### config.mk
export PLATFORM = sky130hd
export DESIGN_NAME = alu_sequencer
export DESIGN_NICKNAME = d
export VERILOG_FILES = /design/src/rtl/alu_sequencer.sv
export SDC_FILE = /design/constraint.sdc
export NUM_CORES = 1
export LEC_CHECK = 0
export ABC_AREA = 1
export CORE_ASPECT_RATIO = 1.5
export CORE_UTILIZATION = 54
export CTS_CLUSTER_DIAMETER = 50
export CTS_CLUSTER_SIZE = 20
export DETAILED_ROUTE_END_ITERATION = 8
export PLACE_DENSITY_LB_ADDON = 0.3
export SKIP_CTS_REPAIR_TIMING = 1
export SLEW_MARGIN = 10
export SYNTH_ARGS = -nofsm -noshare
export SYNTH_HDL_FRONTEND = slang
export SYNTH_SLANG_ARGS = --single-unit
### constraint.sdc
create_clock -name clk -period 2.2 [get_ports clk]
set_input_delay 0.55 -clock clk [delete_from_list [all_inputs] [get_ports clk]]
set_output_delay 0.55 -clock clk [all_outputs]
set_load 0.1 [all_outputs]
### src/rtl/alu_sequencer.sv
// Multi-cycle control sequencer for the 8-bit CPU: decodes instructions, drives the
// ALU from a small register file, writes results back and streams register values out.
module alu_sequencer #(
    parameter int unsigned DATA_W = 8,
    parameter int unsigned NREG   = 4
) (
    input  logic              clk,
    input  logic              reset,
    input  logic [7:0]        instr,
    input  logic              instr_valid,
    output logic              instr_ready,
    output logic              alu_op,
    output logic [DATA_W-1:0] alu_a,
    output logic [DATA_W-1:0] alu_b,
    input  logic [DATA_W-1:0] alu_result,
    output logic [DATA_W-1:0] out_data,
    output logic              out_valid,
    input  logic              out_ready,
    output logic              halted,
    output logic [7:0]        retire_cnt
);

    localparam int unsigned INSTR_W = 8;
    localparam int unsigned CNT_W   = 8;
    localparam int unsigned IDX_W   = 2;

    localparam logic [1:0] OP_ADD  = 2'b00;
    localparam logic [1:0] OP_ADDI = 2'b01;
    localparam logic [1:0] OP_OUT  = 2'b10;

    typedef enum logic [2:0] {
        IDLE,
        DECODE,
        EXEC,
        OUTP,
        HALT
    } state_t;

    state_t             state_q;
    state_t             state_d;
    logic [INSTR_W-1:0] ir;
    logic [DATA_W-1:0]  regs [NREG];

    logic [1:0]         op;
    logic [IDX_W-1:0]   rs;
    logic [IDX_W-1:0]   rt;
    logic [IDX_W-1:0]   rd;
    logic [DATA_W-1:0]  imm_sext;
    logic [IDX_W-1:0]   wr_idx;
    logic               wr_en;
    logic               retire;

    assign op       = ir[7:6];
    assign rs       = ir[5:4];
    assign rt       = ir[3:2];
    assign rd       = ir[1:0];
    assign imm_sext = {{(DATA_W-2){ir[1]}}, ir[1:0]};

    // State register
    always_ff @(posedge clk) begin
        if (reset) begin
            state_q <= IDLE;
        end else begin
            state_q <= state_d;
        end
    end

    // Next-state decode plus write-back and retire strobes
    always_comb begin
        state_d = state_q;
        wr_en   = 1'b0;
        retire  = 1'b0;
        wr_idx  = (op == OP_ADD) ? rd : rt;
        case (state_q)
            IDLE: begin
                if (instr_valid) begin
                    state_d = DECODE;
                end
            end
            DECODE: begin
                case (op)
                    OP_ADD, OP_ADDI: state_d = EXEC;
                    OP_OUT:          state_d = OUTP;
                    default: begin
                        state_d = HALT;
                        retire  = 1'b1;
                    end
                endcase
            end
            EXEC: begin
                state_d = IDLE;
                wr_en   = 1'b1;
                retire  = 1'b1;
            end
            OUTP: begin
                if (out_ready) begin
                    state_d = IDLE;
                    retire  = 1'b1;
                end
            end
            HALT: begin
                state_d = HALT;
            end
            default: begin
                state_d = IDLE;
            end
        endcase
    end

    // Datapath and registered outputs; status flags track the state being entered
    always_ff @(posedge clk) begin
        if (reset) begin
            ir          <= '0;
            instr_ready <= 1'b1;
            alu_op      <= 1'b0;
            alu_a       <= '0;
            alu_b       <= '0;
            out_data    <= '0;
            out_valid   <= 1'b0;
            halted      <= 1'b0;
            retire_cnt  <= '0;
            for (int i = 0; i < NREG; i++) begin
                regs[i] <= '0;
            end
        end else begin
            instr_ready <= (state_d == IDLE);
            alu_op      <= (state_d == EXEC);
            out_valid   <= (state_d == OUTP);
            halted      <= (state_d == HALT);

            if (state_q == IDLE && instr_valid) begin
                ir <= instr;
            end

            if (state_q == DECODE) begin
                if (state_d == EXEC) begin
                    alu_a <= regs[rs];
                    alu_b <= (op == OP_ADDI) ? imm_sext : regs[rt];
                end
                if (state_d == OUTP) begin
                    out_data <= regs[rs];
                end
            end

            if (wr_en) begin
                regs[wr_idx] <= alu_result;
            end

            if (retire) begin
                retire_cnt <= retire_cnt + CNT_W'(1);
            end
        end
    end

endmodule

==> metrics.txt <==
Worst Hold Class register to register; total CTS buffers 9; Syn Inst Count 486; crit share post-route 81.36%; # rows 36; DP Wirelength 5855 microns; gpl congestion 0.8179; Root Driver clkbuf_8; Clock Latency Late Sink 0.36 ns; CTS Buffer Depth 2; combinational share of power 20.6%; clock power share 31.9%; commonest cells in the netlist nor2_1, nand2_1, dfxtp_1; wire length per cell 12.88 microns; crit-path cells nor2_1 -> nand2_1 -> o21ai_1 -> inv_1 -> nor2_2 -> nand2_2 -> nand2_1; die area 7293 sq um; Final Max Slew Viols 0; H-tree depth 3; Post-Route Skew 0.007182 ns; Final Critical Period 1.790 ns; core area 6621 sq um; CTS tree done; worst slack, placed 0.1163 ns; Synth Flop Type dfxtp_1; Top-Level Pins 56; Final Hold Fails 0; CP required 2.23 ns; post-route ant nets 0; Sw Ratio 31.44%; Port Buffers 55; CP Capture Type register; syn nets 507; slew margin rel. 70.00%; YS warnings 0; Die H 104.1 microns; internal power 2.517 mW; largest net degree at the start of global routing 42; DRT Wirelength 8063 microns; CP Launch Type register; Pleak 2.115 nW; RSZ-0062 raised after global routing no; fmax 558.7 MHz; Post-synth EDFFs 32; final antenna diode count 0; TNS Setup 0 ns; fraction of registers with async set/reset 0%; Total Routing Usage GR 23.45%; Seq cells post-synth 83; first-pass GRT wire length 13640 microns; Crit. Startpoint ir[7]; syn_area_per_cell 7.721 sq um; Max Cap Violations 0; Synth area leaders dfxtp_1, edfxtp_1, nor2_1; most frequent cell after synthesis nor2_1; Flop pwr share 47.5%; arrival time worst endpoint 1.82 ns; sequential share of the synthesized area 52.82%; P per Cell Area 817.4 nW/um^2; CTS clock-pin slew for the worst setup and hold paths 0.08 ns; PnR worst setup slack 0.4101 ns; post-synth top area share 27.21%; Vias 3279; DIE WIDTH 70.06 microns; Cell Count, Final, Fillers Out 626; Pre-antenna DRT Iters 6; outcome complete, no violations; Initial Util 56.67%; clock sink total 83; area grow syn2layout 19.67%; dpl cells 610; VDD IR max 469.4 uV; gr ovfl total 0; initial antenna violation count 0; worst slew pin tran 0.4495 ns; WS Path Type register to register; Post-Syn Area 3752 sq um; vias in the first global route 3103; CP max stage delay 0.34 ns; # setup viols final 0; Distinct cells, synth 29; Min Hold Slack 0.4864 ns; layout cells sized above 1 13.82%; most used cell, CP nand2_1; Switching Power 1.154 mW; Iteration-0 DRC Markers 306; cell taking the most area after synthesis dfxtp_1; via density per instance 5.238; worst-path fanout max 8; DRC errors left 0; fin nets 566; CP max-delay cell dfxtp_1; hold path start ir[3]; Reg-to-Reg Start ir[7]
-- power groups by stage --
| stage | clock network [mW] | registers [mW] | logic (mW) |
|---|---|---|---|
| after floorplan | 0 | 2.03 | 0.321 |
| after detailed placement | 0 | 1.78 | 0.751 |
| after global placement | 0 | 1.78 | 0.740 |
| after global routing | 1.23 | 1.75 | 0.821 |
| after CTS | 1.17 | 1.74 | 0.755 |
| final | 1.17 | 1.74 | 0.755 |
-- area by class of cell --
cell class	instances	area, sq um
flip-flops and latches	83	1982
multi-input cells	334	1474
repair buffers	65	535.5
clock inverters	5	77.57
inverters	52	195.2
fillers	556	2131
well taps	76	95.09
clock buffers	11	131.4
-- registers in the layout, summed over array words and instances, names as in the netlist, named ones only --
name and cells:
out_valid 1, regs 32, alu_b 8, retire_cnt 8
alu_a 8, out_data 8, ir 8, halted 1
state_q 3, alu_op 1, instr_ready 1
-- final timing paths --
| kind | endpoint | slack (ns) | depth (start not counted) |
|---|---|---|---|
| min reg2reg | register | 0.49 | 2 |
| max | regs[2][5] | 0.41 | 7 |
| max reg2reg | regs[2][5] | 0.41 | 7 |
| min | register | 0.49 | 2 |
-- critical path: cells and delay by family (launching register included) --
kind	cells	cell delay (ns)
compound gates	1	0.14
buf+inv	1	0.13
flops	1	0.34
simple gates	5	0.84
-- cells by family after synthesis --
| group | share of synthesized area [%] |
|---|---|
| AND/OR/NAND/NOR | 30.18 |
| XOR/XNOR | 0.4669 |
| adder cells (fa/ha/maj) | 0.3334 |
| AO/OA/AOI/OAI | 8.303 |
| flip-flops | 52.82 |
| buffers and inverters | 7.902 |
-- metrics by stage --
step                      util, %  total power [mW]  area (sq um)
after floorplan                 -             2.352          3752
after global placement      64.66             2.516          4282
after detailed placement    64.66             2.528          4282
after CTS                   67.82             3.666          4491
after global routing        67.82             3.808          4491
final                       67.82             3.671          4491
-- metal layers --
metal	vias up	track usage [%]	share of wire [%]
li1	1672	-	-
met1	1487	29.18	43
met2	112	38.26	51
met3	8	4.651	5.2
met4	0	12.00	1.2
met5	-	0	0
-- cells in the final DEF (no fill, tap or decap), types with 2 or more instances in the layout --
master and n:
edfxtp_1 32, nand2_2 3, clkbuf_8 9, clkbuf_1 2, inv_1 48, nand4_1 6, clkdlybuf4s50_1 19, nor3_1 3
inv_2 4, o22ai_1 8, buf_4 46, clkinv_2 2, dfxtp_1 51, nor2_2 5, bufinv_16 2, nand3_1 30
nand2_1 101, nor2_1 119, a21oi_1 10, xor2_1 2, o21ai_0 38
Note: power is estimated with default switching activity, not from simulation.
